<file path="src/rtl/imem_loader.sv">
// Serial program loader: assembles big-endian bytes into 32-bit words and writes them to imem.
// Optional trailing-checksum verification is enabled by defining IMEM_LOADER_CHECKSUM_EN.
module imem_loader #(
  parameter int unsigned IMEM_SIZE = 256,
  parameter logic [31:0] BASE_ADDR = 32'h0000_0000
) (
  input  logic        CLK,
  input  logic        RST,
  input  logic        START,
  input  logic [15:0] WORD_COUNT,
  input  logic [7:0]  BYTE_IN,
  input  logic        BYTE_VALID,
  output logic        BYTE_READY,
  output logic        WE,
  output logic [31:0] W_Ins,
  output logic [31:0] PC,
  output logic        HOLD,
  output logic        DONE,
  output logic        ERR
);

  typedef enum logic [2:0] {
    StIdle    = 3'd0,
    StCollect = 3'd1,
    StWrite   = 3'd2,
`ifdef IMEM_LOADER_CHECKSUM_EN
    StCheck   = 3'd3,
`endif
    StFinish  = 3'd4
  } state_e;

  state_e      state_q, state_d;
  logic [1:0]  byte_idx_q, byte_idx_d;
  logic [15:0] word_idx_q, word_idx_d;
  logic [15:0] word_count_q, word_count_d;
  logic [31:0] w_ins_q, w_ins_d;
  logic        done_q, done_d;
  logic        err_q, err_d;
  logic        byte_ok;
  logic [31:0] w_shift;
`ifdef IMEM_LOADER_CHECKSUM_EN
  logic [31:0] sum_q, sum_d;
`endif

  // CHECK reuses the word shifter to assemble the checksum word.
  assign w_shift = {w_ins_q[23:0], BYTE_IN};
  assign byte_ok = BYTE_VALID && BYTE_READY;

  always_comb begin
    BYTE_READY = 1'b0;
    HOLD       = 1'b0;
    WE         = 1'b0;
    unique case (state_q)
      StCollect: begin
        BYTE_READY = 1'b1;
        HOLD       = 1'b1;
      end
      StWrite: begin
        WE   = 1'b1;
        HOLD = 1'b1;
      end
`ifdef IMEM_LOADER_CHECKSUM_EN
      StCheck: begin
        BYTE_READY = 1'b1;
        HOLD       = 1'b1;
      end
`endif
      default: ;
    endcase
  end

  assign W_Ins = w_ins_q;
  assign PC    = BASE_ADDR + {14'd0, word_idx_q, 2'b00};
  assign DONE  = done_q;
  assign ERR   = err_q;

  always_comb begin
    state_d      = state_q;
    byte_idx_d   = byte_idx_q;
    word_idx_d   = word_idx_q;
    word_count_d = word_count_q;
    w_ins_d      = w_ins_q;
    done_d       = done_q;
    err_d        = err_q;
`ifdef IMEM_LOADER_CHECKSUM_EN
    sum_d        = sum_q;
`endif
    unique case (state_q)
      StIdle, StFinish: begin
        if (START) begin
          word_idx_d   = 16'd0;
          byte_idx_d   = 2'd0;
          word_count_d = WORD_COUNT;
          done_d       = 1'b0;
          err_d        = 1'b0;
`ifdef IMEM_LOADER_CHECKSUM_EN
          sum_d        = 32'd0;
`endif
          if (WORD_COUNT == 16'd0) begin
            state_d = StFinish;
            done_d  = 1'b1;
          end else if ({16'd0, WORD_COUNT} > IMEM_SIZE) begin
            state_d = StFinish;
            done_d  = 1'b1;
            err_d   = 1'b1;
          end else begin
            state_d = StCollect;
          end
        end
      end
      StCollect: begin
        if (byte_ok) begin
          w_ins_d    = w_shift;
          byte_idx_d = byte_idx_q + 2'd1;
          if (byte_idx_q == 2'd3) state_d = StWrite;
        end
      end
      StWrite: begin
        word_idx_d = word_idx_q + 16'd1;
`ifdef IMEM_LOADER_CHECKSUM_EN
        sum_d      = sum_q + w_ins_q;
`endif
        if (word_idx_d == word_count_q) begin
`ifdef IMEM_LOADER_CHECKSUM_EN
          state_d = StCheck;
`else
          state_d = StFinish;
          done_d  = 1'b1;
`endif
        end else begin
          state_d = StCollect;
        end
      end
`ifdef IMEM_LOADER_CHECKSUM_EN
      StCheck: begin
        if (byte_ok) begin
          w_ins_d    = w_shift;
          byte_idx_d = byte_idx_q + 2'd1;
          if (byte_idx_q == 2'd3) begin
            err_d   = (w_shift != sum_q);
            done_d  = 1'b1;
            state_d = StFinish;
          end
        end
      end
`endif
      default: state_d = StIdle;
    endcase
  end

  always_ff @(posedge CLK or negedge RST) begin
    if (!RST) begin
      state_q      <= StIdle;
      byte_idx_q   <= 2'd0;
      word_idx_q   <= 16'd0;
      word_count_q <= 16'd0;
      w_ins_q      <= 32'd0;
      done_q       <= 1'b0;
      err_q        <= 1'b0;
`ifdef IMEM_LOADER_CHECKSUM_EN
      sum_q        <= 32'd0;
`endif
    end else begin
      state_q      <= state_d;
      byte_idx_q   <= byte_idx_d;
      word_idx_q   <= word_idx_d;
      word_count_q <= word_count_d;
      w_ins_q      <= w_ins_d;
      done_q       <= done_d;
      err_q        <= err_d;
`ifdef IMEM_LOADER_CHECKSUM_EN
      sum_q        <= sum_d;
`endif
    end
  end

endmodule

</file>
<file path="config.mk">
export PLATFORM = sky130hd
export DESIGN_NAME = imem_loader
export DESIGN_NICKNAME = d
export VERILOG_FILES = /design/src/rtl/imem_loader.sv
export SDC_FILE = /design/constraint.sdc
export NUM_CORES = 1
export LEC_CHECK = 0
export ABC_AREA = 1
export BUFFER_PORTS_ARGS = -buffer_cell sky130_fd_sc_hd__buf_4
export CAP_MARGIN = 20
export CORE_ASPECT_RATIO = 2
export CORE_MARGIN = 1
export CORE_UTILIZATION = 40
export CTS_BUF_LIST = sky130_fd_sc_hd__clkbuf_16
export CTS_CLUSTER_DIAMETER = 80
export CTS_CLUSTER_SIZE = 28
export DETAILED_ROUTE_END_ITERATION = 12
export HOLD_SLACK_MARGIN = 0.15
export PLACE_DENSITY_LB_ADDON = 0.05
export SLEW_MARGIN = 30
export SYNTH_ARGS = -nofsm -noshare
export SYNTH_HDL_FRONTEND = slang
export SYNTH_SLANG_ARGS = --single-unit
</file>
<file path="constraint.sdc">
create_clock -name CLK -period 4.4 [get_ports CLK]
set_clock_uncertainty 0.1 [all_clocks]
set_input_delay 0.66 -clock CLK [delete_from_list [all_inputs] [get_ports CLK]]
set_output_delay 0.66 -clock CLK [all_outputs]
set_load 0.05 [all_outputs]
</file>
==> impl_metrics.csv, run 1 <==
group,metric,value,unit
power,vdd_drop_max,270,uV
floorplanning,num_rows,48,
sta,rsz0062_at_grt,"false",
logic_synthesis,netlist.top_cell.by_area,"sky130_fd_sc_hd__dfrtp_1",
drt,remaining_drc_errors,0,
cts,deepest_level_of_the_cts_h_tree,3,
cts,post_cts_hold_buffer_count,0,
drt,number_of_vias_after_detailed_routing,3000,
outcome,status,"completed",
cts,cts.repair_timing.setup_buffer_count,0,
drt,ant_nets,0,
job,max_cap_violations,0,
floorplanning,die-height,136,um
sta,timing.fmax,398,MHz
power,cellLeakagePower,0.00234,uW
floorplanning,dieArea,0.00936,mm2
worst_setup_path,max_stage_delay,0.41,ns
drt,drt_iter0_drc,198,
floorplanning,total_core_area,0.00865,mm2
cts,cts_tree,"done",
global_route,antenna_violations_before_repair,0,
floorplanning,floorplan.initialDensity,41.4,%
layout,drive_above_1_share,27.6,%
drt,totalWireLength,8840,um
sta,report.final.setup_viol,0,
worst_hold_path,worst_hold_path_type,"in -> async",
placed_design,half_perimeter_wire_length_after_placement,6500,um
logic_synthesis,ys_dominant_reg_cell,"sky130_fd_sc_hd__dfrtp_1",
global_route,grt_first_pass_wirelength,14300,um
sta,tightestPinTransition,0.757,ns
logic_synthesis,synth_edf_count,0,
global_route,grt_util_all_layers,21.3,%
worst_setup_path,crit_path_start_kind,"flip-flop",
cts,postCtsResizedCells,0,
logic_synthesis,synthesis.area_per_instance,8.95,um2
worst_setup_path,endpoint_kind,"primary output",
logic_synthesis,synth-seq-cells,71,
global_route,largest_net_degree_at_the_start_of_global_routing,72,
worst_setup_path,crit_arrival,1.75,ns
global_route,vias_in_the_first_global_route,2978,
logic_synthesis,synth_cell_types,29,
sta,max-slew-margin-rel,49.4,%
sta,finalHoldViolations,0,
drt,first_pass_iters,4,
cts,max-clock-path-buffers,2,
placed_design,finalWeightedCongestion,0.844,
layout,syn_to_final_growth,25.9,%
floorplanning,floorplan.die.width,68.9,um
layout,finalInstanceArea,0.00451,mm2
worst_setup_path,timing.setup.critical_path_class,"reg -> out",
layout,antennaDiodeCount,0,
floorplanning,floorplan.io_pins,97,
logic_synthesis,ys.warnings.count,0,
sta,timing_max_transition_violations_final,0,
worst_setup_path,crit_path_frequent_cell,"sky130_fd_sc_hd__buf_4",
cts,insertion_delay,0.33,ns
layout,layout_common_cells,"sky130_fd_sc_hd__nand2_1, sky130_fd_sc_hd__buf_4, sky130_fd_sc_hd__dfrtp_1, sky130_fd_sc_hd__inv_1, sky130_fd_sc_hd__mux2_2",
logic_synthesis,synth-async-reset-ratio,100,%
worst_setup_path,worst-path-max-fanout,12,
logic_synthesis,fraction_of_post_synthesis_cell_area_in_the_top_cell_type_by_area,49.6,%
placed_design,placed_area,0.00422,mm2
layout,fillCellCount,863,
placed_design,numPortBuffers,80,
layout,layout.nets,514,
worst_setup_path,crit_chain,"nor3_2, buf_4, inv_1, nand2_1, buf_4",
cts,cts_root_buf,"sky130_fd_sc_hd__clkbuf_16",
logic_synthesis,top_cells_by_area_synth,"sky130_fd_sc_hd__dfrtp_1, sky130_fd_sc_hd__mux2_2, sky130_fd_sc_hd__nand2_1",
cts,cts.sinks,71,
sta,post-route-min-period,2.51,ns
drt,routed_wire_length_per_instance,15.0,um
sta,layout_worst_path_cycle_share,57.1,%
logic_synthesis,mappedNetlistArea,0.00358,mm2
logic_synthesis,postSynthCellCount,400,
sta,setup_tns,0,ns
global_route,grt_overflow,0,
drt,routed_via_density,5.09,
power,power-per-cell-area,398,mW/mm2
logic_synthesis,synth_sequential_area_ratio,49.6,%
cts,clk_pin_slew,0.06,ns
worst_setup_path,timing.critical_path.slowest_stage_cell,"sky130_fd_sc_hd__dfrtp_1",
cts,cts_made_buffers,9,
worst_setup_path,cp_data_required_time,3.64,ns
layout,final_common_cell,"sky130_fd_sc_hd__nand2_1",
## flip-flops by register name, summed over array words and instances, names as in the netlist
signal	flops
DONE	1
ERR	1
W_Ins	32
byte_idx_q	2
state_q	3
word_count_q	16
word_idx_q	16
## metrics by stage
stage | hold slack, ns | std cells | util, % | total power, uW | setup WS (ns)
floorplan | 0.264 | 415 | - | 1000 | 1.55
global placement | 0.357 | 573 | 48.8 | 1110 | 2.17
detailed placement | 0.376 | 573 | 48.8 | 1120 | 2.15
CTS | 0.387 | 589 | 52.1 | 1820 | 1.87
global route | 0.284 | 589 | 52.1 | 1880 | 1.81
finish | 0.228 | 589 | 52.1 | 1800 | 1.89
## area by class of cell
type | count | area [um2] | area share (%)
Multi-Input combinational cell | 274 | 1530 | 34.0
Clock buffer | 9 | 225 | 4.99
Inverter | 46 | 173 | 3.83
Tap cell | 100 | 125 | 2.77
Sequential cell | 71 | 1780 | 39.4
Timing Repair Buffer | 82 | 619 | 13.7
Clock inverter | 7 | 56.3 | 1.25
## worst max-delay path: cells and delay by family (launching register included)
family | cells | cell delay (ns)
buf+inv | 3 | 0.67
flops | 1 | 0.41
simple gates | 2 | 0.32
## metal layers
layer	track usage, %	share of wire, %	wire length, um
met3	6.29	5.4	478
met2	35.0	54	4780
met4	15.5	5.3	470
met1	22.0	35	3110
met5	0	0	0
## logic make-up after synthesis
group,synth area share (%)
AND/OR/NAND/NOR,21.9
flip-flops,49.6
buffers and inverters,9.12
AO/OA/AOI/OAI,6.50
multiplexers,10.4
XOR/XNOR,1.64
adder cells (fa/ha/maj),0.699
other,0.105
## path summary, 6_finish.rpt
kind | from | endpoint | slack (ns) | cells past startpoint
setup / recovery | state_q[2] | HOLD | 1.89 | 5
hold / removal | RST | word_idx_q[5] | 0.23 | 1
setup reg to reg | word_idx_q[0] | DONE | 2.18 | 14
hold reg to reg | byte_idx_q[1] | byte_idx_q[1] | 0.38 | 2
max in group asynchronous | RST | ERR | 3.50 | 1
min in group CLK | byte_idx_q[1] | byte_idx_q[1] | 0.38 | 2
## where the power goes
group	switching, uW	internal (uW)
clock network	268	428
registers	41.9	705
logic	241	112
## Yosys cell counts (2+ instances only)
master,instances
sky130_fd_sc_hd__nand3b_1,4
sky130_fd_sc_hd__xor2_1,2
sky130_fd_sc_hd__ha_1,2
sky130_fd_sc_hd__inv_1,46
sky130_fd_sc_hd__o21ai_0,22
sky130_fd_sc_hd__dfrtp_1,71
sky130_fd_sc_hd__nor3_2,2
sky130_fd_sc_hd__a21oi_1,11
sky130_fd_sc_hd__clkbuf_1,4
sky130_fd_sc_hd__mux2_2,33
sky130_fd_sc_hd__o22ai_1,7
sky130_fd_sc_hd__buf_2,3
sky130_fd_sc_hd__nand2_1,94
sky130_fd_sc_hd__buf_4,16
sky130_fd_sc_hd__nand3_1,32
sky130_fd_sc_hd__nor2_1,25
sky130_fd_sc_hd__xnor2_1,2
sky130_fd_sc_hd__nand2_2,2
sky130_fd_sc_hd__nand4_1,9
sky130_fd_sc_hd__nor3_1,2
sky130_fd_sc_hd__nor2_4,3
No activity file was read; power rests on OpenSTA's default activity.
==> run 2: changes to the inputs <==
Clock period 4.4 ns to 2.6 ns, I/O delays scaled along.
==> run 2 against run 1 <==
Net effect:
- count of clock-buffer cells in the layout unchanged
- cell area up 1.4%
- non-clock buffer count up 4
- global-route usage down 0.28 points
- wire length about the same
- via count down 1.2%
- sequential power up 70%
- first-iteration DRC count down 48%
- combinational power up 70%
- sequential share of layout area down 0.55 points
- critical endpoint is now state_q[0]
- highest routed layer unchanged
==> impl_metrics.csv, run 2 (synthesis gave the netlist of run 1 again) <==
group,metric,value,unit
worst_setup_path,endpoint_kind,"flip-flop",
worst_setup_path,critical_path.reg2reg.endpoint,"state_q[0]",
layout,layout.nets,518,
cts,cts_root_buf,"sky130_fd_sc_hd__clkbuf_16",
cts,cts_made_buffers,9,
drt,totalWireLength,8840,um
drt,drt_iter0_drc,102,
worst_hold_path,worstHoldPathCells,2,
cts,max-clock-path-buffers,2,
layout,layout_common_cells,"sky130_fd_sc_hd__nand2_1, sky130_fd_sc_hd__buf_4, sky130_fd_sc_hd__dfrtp_1, sky130_fd_sc_hd__inv_1, sky130_fd_sc_hd__mux2_2",
layout,area.sequential,0.00178,mm2
power,vdd_drop_max,485,uV
layout,post_layout_nonfiller_instances,593,
drt,routed_wire_length_per_instance,14.9,um
worst_setup_path,crit_arrival,2.33,ns
worst_setup_path,worst-path-max-fanout,7,
cts,deepest_level_of_the_cts_h_tree,3,
placed_design,placed_instances,576,
worst_setup_path,rr_startpoint,"word_idx_q[0]",
drt,remaining_drc_errors,0,
floorplanning,num_rows,48,
worst_setup_path,reg2reg_setup_slack,0.39,ns
worst_hold_path,min_delay_worst_endpoint,"W_Ins[5]",
global_route,vias_in_the_first_global_route,2954,
floorplanning,total_core_area,0.00865,mm2
placed_design,numPortBuffers,80,
placed_design,half_perimeter_wire_length_after_placement,6610,um
drt,number_of_vias_after_detailed_routing,2964,
job,max_cap_violations,0,
sta,tightestPinTransition,0.659,ns
worst_hold_path,worst_hold_path_type,"in -> reg",
outcome,status,"completed",
sta,setup_tns,0,ns
cts,clk_pin_slew,0.06,ns
layout,final_common_cell,"sky130_fd_sc_hd__nand2_1",
sta,report.final.setup_viol,0,
worst_setup_path,reg2reg_depth,14,
floorplanning,floorplan.die.width,68.9,um
layout,syn_to_final_growth,27.7,%
layout,antennaDiodeCount,0,
cts,insertion_delay,0.33,ns
power,power-per-cell-area,692,mW/mm2
floorplanning,floorplan.initialDensity,41.4,%
worst_setup_path,timing.setup.critical_path_class,"reg -> reg",
worst_setup_path,cp_data_required_time,2.72,ns
drt,ant_nets,0,
global_route,largest_net_degree_at_the_start_of_global_routing,72,
power,cellLeakagePower,0.00236,uW
layout,finalInstanceArea,0.00457,mm2
sta,max-slew-margin-rel,56.1,%
cts,cts_tree,"done",
floorplanning,floorplan.io_pins,97,
global_route,antenna_violations_before_repair,0,
cts,cts.sinks,71,
sta,layout_worst_path_cycle_share,85.0,%
worst_hold_path,timing.hold.worst.start,"BYTE_IN[5]",
sta,final.hold.worst_slack,0.185,ns
placed_design,finalWeightedCongestion,0.865,
global_route,grt_util_all_layers,21.1,%
drt,first_pass_iters,4,
global_route,grt_overflow,0,
drt,routed_via_density,5.00,
sta,post-route-min-period,2.21,ns
floorplanning,die-height,136,um
sta,timing.fmax,453,MHz
layout,largest_register_ff_count,32,
layout,drive_above_1_share,28.6,%
worst_setup_path,crit_path_start_kind,"flip-flop",
cts,cts.repair_timing.setup_buffer_count,0,
floorplanning,dieArea,0.00936,mm2
layout,fillCellCount,867,
layout,area_taken_by_multi_input_logic_gates,0.00153,mm2
global_route,grt_first_pass_wirelength,14200,um
sta,rsz0062_at_grt,"false",
sta,timing_max_transition_violations_final,0,
sta,finalHoldViolations,0,
placed_design,placed_area,0.00425,mm2
run 2: cell count changes in the layout (fill, tap and decap cells not counted), sizes merged:
cell         change
buf              +3
inv              -2
clkinvlp         +1
bufinv           +1
dlygate4sd3      +1
run 2: layout make-up:
cell class                      count  area share, %
Timing Repair Buffer               86           14.3
Sequential cell                    71           38.9
Clock buffer                        9           4.92
Clock inverter                      7           1.92
Inverter                           46           3.78
Tap cell                          100           2.74
Multi-Input combinational cell    274           33.5
run 2: metrics by stage:
step | power (uW) | util [%] | setup slack (ns)
CTS | 3210 | 52.8 | 0.361
finish | 3170 | 52.9 | 0.390
detailed placement | 1890 | 49.1 | 0.373
floorplan | 1700 | - | 0.0223
global route | 3300 | 52.9 | 0.0720
global placement | 1880 | 49.1 | 0.468
run 2: worst max-delay path by stage:
| stage | startpoint | end |
|---|---|---|
| detailed placement | word_idx_q[0] | state_q[0] |
| global route | word_idx_q[0] | state_q[0] |
| global placement | word_idx_q[0] | state_q[0] |
| finish | word_idx_q[0] | state_q[0] |
| floorplan | state_q[2] | HOLD |
| CTS | word_idx_q[0] | state_q[0] |
run 2: critical path, stage by stage, from the launching register on:
cell and delay [ns]:
sky130_fd_sc_hd__dfrtp_1 0.48, sky130_fd_sc_hd__ha_1 0.26, sky130_fd_sc_hd__nand3_1 0.18, sky130_fd_sc_hd__nor2_4 0.20
sky130_fd_sc_hd__nand4_1 0.13, sky130_fd_sc_hd__nand2_1 0.12, sky130_fd_sc_hd__nand2_1 0.05, sky130_fd_sc_hd__nand2_1 0.05
sky130_fd_sc_hd__nand2_1 0.04, sky130_fd_sc_hd__nor2_1 0.13, sky130_fd_sc_hd__nand3_1 0.09, sky130_fd_sc_hd__nand2_1 0.10
sky130_fd_sc_hd__nand2_1 0.06, sky130_fd_sc_hd__nand2_1 0.05, sky130_fd_sc_hd__nand2_1 0.05
run 2: timing repair:
item / in CTS / in global routing
gates resized for setup: 0 / 0
hold buffers: 1 / 0
endpoints found under the hold margin: 68 / 0
run 2: report_power, final:
group | leakage [uW] | total, uW | internal, uW | switching (uW)
Combinational | 0.00128 | 602 | 192 | 410
Clock | 0.000147 | 1300 | 831 | 468
Sequential | 0.000929 | 1270 | 1190 | 73.0
Total | 0.00236 | 3170 | 2210 | 951
run 2: routing by layer:
metal	GRT usage, %	vias to the layer above	wire (um)
met1	21.4	1393	3230
met2	36.1	86	4780
met4	12.5	0	396
met3	6.21	25	442
li1	-	1460	-
met5	0	-	0
==> run 3: changes to the inputs <==
Clock period 2.6 ns to 1.8 ns, I/O delays scaled along.
==> run 3 against run 2 <==
Net effect:
- the run now ends with setup timing left
- worst setup slack worse by 0.56 ns
- die area unchanged
- critical path depth unchanged
- sequential share of layout area down 4.3 points
- wire length up 3.6%
- flip-flop and latch count unchanged
- register-to-register slack worse by 0.56 ns
- final cell count up 10%
- sequential power up 43%
- global-route usage up 0.76 points
- power up 41%
- worst hold slack worse by 0.029 ns
- largest power group is now registers
- highest routed layer unchanged
==> impl_metrics.csv, run 3 (synthesis gave the netlist of run 1 again) <==
group,metric,value,unit
cts,insertion_delay,0.33,ns
placed_design,placed_area,0.00460,mm2
placed_design,finalWeightedCongestion,0.803,
cts,clk_pin_slew,0.06,ns
global_route,grt_use_met3,3.94,%
power,vdd_drop_max,683,uV
layout,post_layout_nonfiller_instances,654,
worst_setup_path,crit_path_start_kind,"flip-flop",
global_route,largest_net_degree_at_the_start_of_global_routing,36,
cts,deepest_level_of_the_cts_h_tree,3,
floorplanning,total_core_area,0.00865,mm2
drt,first_pass_iters,4,
floorplanning,floorplan.initialDensity,41.4,%
worst_setup_path,rr_startpoint,"word_idx_q[0]",
global_route,grt_overflow,0,
worst_hold_path,worst_hold_path_type,"in -> reg",
layout,layout_common_cells,"sky130_fd_sc_hd__buf_4, sky130_fd_sc_hd__nand2_1, sky130_fd_sc_hd__dfrtp_1, sky130_fd_sc_hd__inv_1, sky130_fd_sc_hd__mux2_2",
layout,syn_to_final_growth,45.2,%
floorplanning,floorplan.io_pins,97,
cts,max-clock-path-buffers,2,
power,p_seq_share,40.8,%
floorplanning,die-height,136,um
layout,antennaDiodeCount,0,
drt,routed_wire_length_per_instance,14.0,um
power,power-per-cell-area,860,mW/mm2
worst_setup_path,worst-path-max-fanout,6,
power,power.share.combinational,21.3,%
global_route,antenna_violations_before_repair,0,
global_route,vias_in_the_first_global_route,3133,
worst_setup_path,timing.setup.critical_path_class,"reg -> reg",
sta,setup_tns,-0.442,ns
worst_setup_path,endpoint_kind,"flip-flop",
worst_setup_path,crit_arrival,2.09,ns
cts,cts.sinks,71,
placed_design,numPortBuffers,80,
outcome,status,"finished, violations left",
sta,timing_max_transition_violations_final,0,
worst_hold_path,timing.hold.worst.start,"WORD_COUNT[3]",
drt,remaining_drc_errors,0,
drt,drt_iter0_drc,131,
floorplanning,num_rows,48,
worst_setup_path,critical_path_launch_point,"word_idx_q[0]",
cts,cts_made_buffers,9,
worst_setup_path,setup.worst_path.end,"DONE",
worst_setup_path,reg2reg_depth,14,
placed_design,placed_instances,610,
sta,post-route-min-period,1.97,ns
sta,layout_worst_path_cycle_share,109,%
layout,layout.nets,579,
sta,rsz0062_at_grt,"true",
global_route,globalRouteMet2Util,39.9,%
layout,largest_register_ff_count,32,
global_route,grt_util_met1,22.5,%
floorplanning,floorplan.die.width,68.9,um
drt,number_of_vias_after_detailed_routing,3132,
power,power.switching_fraction,30.3,%
outcome,violations,"setup timing",
sta,report.final.setup_viol,3,
global_route,grt_util_all_layers,21.8,%
sta,finalWorstSetupSlack,-0.170,ns
drt,routed_via_density,4.79,
floorplanning,dieArea,0.00936,mm2
worst_setup_path,critical_path.reg2reg.endpoint,"DONE",
global_route,grt_first_pass_wirelength,14900,um
power,cellLeakagePower,0.00266,uW
power,netSwitchingPower,1350,uW
worst_setup_path,cp_data_required_time,1.92,ns
cts,cts_tree,"done",
sta,finalHoldViolations,0,
drt,ant_nets,0,
layout,finalInstanceArea,0.00520,mm2
layout,drive_above_1_share,37.4,%
layout,final_common_cell,"sky130_fd_sc_hd__buf_4",
job,max_cap_violations,0,
drt,totalWireLength,9160,um
power,p_int,3120,uW
power,clock_power_share,37.8,%
worst_setup_path,reg2reg_setup_slack,-0.17,ns
power,p_total,4470,uW
sta,timing.fmax,508,MHz
cts,cts_root_buf,"sky130_fd_sc_hd__clkbuf_16",
global_route,grt-busiest-layer,"met2",
placed_design,half_perimeter_wire_length_after_placement,6810,um
[run 3: changes by cell type in the layout (fill, tap and decap cells not counted), moves of 4 or more]
cell,delta
sky130_fd_sc_hd__buf_4,+34
sky130_fd_sc_hd__dfrtp_1,-13
sky130_fd_sc_hd__dfrtp_2,+11
sky130_fd_sc_hd__dlygate4sd3_1,+24
sky130_fd_sc_hd__inv_2,+4
sky130_fd_sc_hd__nand2_1,-8
sky130_fd_sc_hd__nand2_2,+5
[run 3: critical path, cell delays in order, from the launching register on]
cell and delay (ns):
sky130_fd_sc_hd__dfrtp_4 0.44, sky130_fd_sc_hd__ha_4 0.16, sky130_fd_sc_hd__nand3_4 0.08, sky130_fd_sc_hd__nor2_4 0.18, sky130_fd_sc_hd__nand4_1 0.15, sky130_fd_sc_hd__nand2_1 0.11
sky130_fd_sc_hd__nand2_1 0.05, sky130_fd_sc_hd__nand2_1 0.07, sky130_fd_sc_hd__nand2_2 0.07, sky130_fd_sc_hd__nor2_2 0.10, sky130_fd_sc_hd__nand3_1 0.08, sky130_fd_sc_hd__nand2_2 0.10
sky130_fd_sc_hd__nand2_1 0.05, sky130_fd_sc_hd__nand2_1 0.05, sky130_fd_sc_hd__nand2_1 0.05
[run 3: worst min path at each step]
| stage | cells after the start | slack, ns | end |
|---|---|---|---|
| floorplan | 0 | -0.13 | DONE |
| global placement | 1 | 0.13 | word_idx_q[3] |
| detailed placement | 1 | 0.14 | word_idx_q[3] |
| CTS | 3 | 0.15 | word_count_q[3] |
| global route | 3 | 0.18 | word_count_q[3] |
| finish | 3 | 0.16 | word_count_q[3] |
[run 3: layer usage]
metal	wire length, um	vias to the layer above
met5	0	-
met4	227	0
met3	335	14
met2	5250	68
met1	3350	1471
li1	-	1579
[run 3: final cells by class]
type / instances / area, um2
Multi-Input combinational cell: 274 / 1630
Inverter: 46 / 173
Sequential cell: 71 / 1800
Clock buffer: 9 / 225
Fill cell: 782 / 3450
Clock inverter: 7 / 56.3
Tap cell: 100 / 125
Timing Repair Buffer: 147 / 1190
[run 3: power groups by stage]
stage / logic, uW / clock network [uW] / registers [uW]
CTS: 961 / 1740 / 1830
global placement: 910 / 0 / 1850
global route: 1010 / 1780 / 1850
floorplan: 313 / 0 / 2160
detailed placement: 918 / 0 / 1850
finish: 954 / 1690 / 1820
[run 3: timing repair]
action / CTS / global route
setup buffers: 2 / 1
endpoints found under the setup margin: 5 / 5
pin swaps: 3 / 1
resized for setup: 5 / 8
hold buffers: 25 / 0
cloned: 0 / 0
endpoints found under the hold margin: 59 / 0
[run 3: through the flow]
step	setup WS, ns	util (%)	hold slack (ns)
after floorplan	-0.152	-	-0.126
after global placement	-0.156	53.2	0.132
after detailed placement	-0.159	53.2	0.139
after CTS	-0.141	59.7	0.150
after global routing	-0.310	60.1	0.180
final	-0.170	60.1	0.156
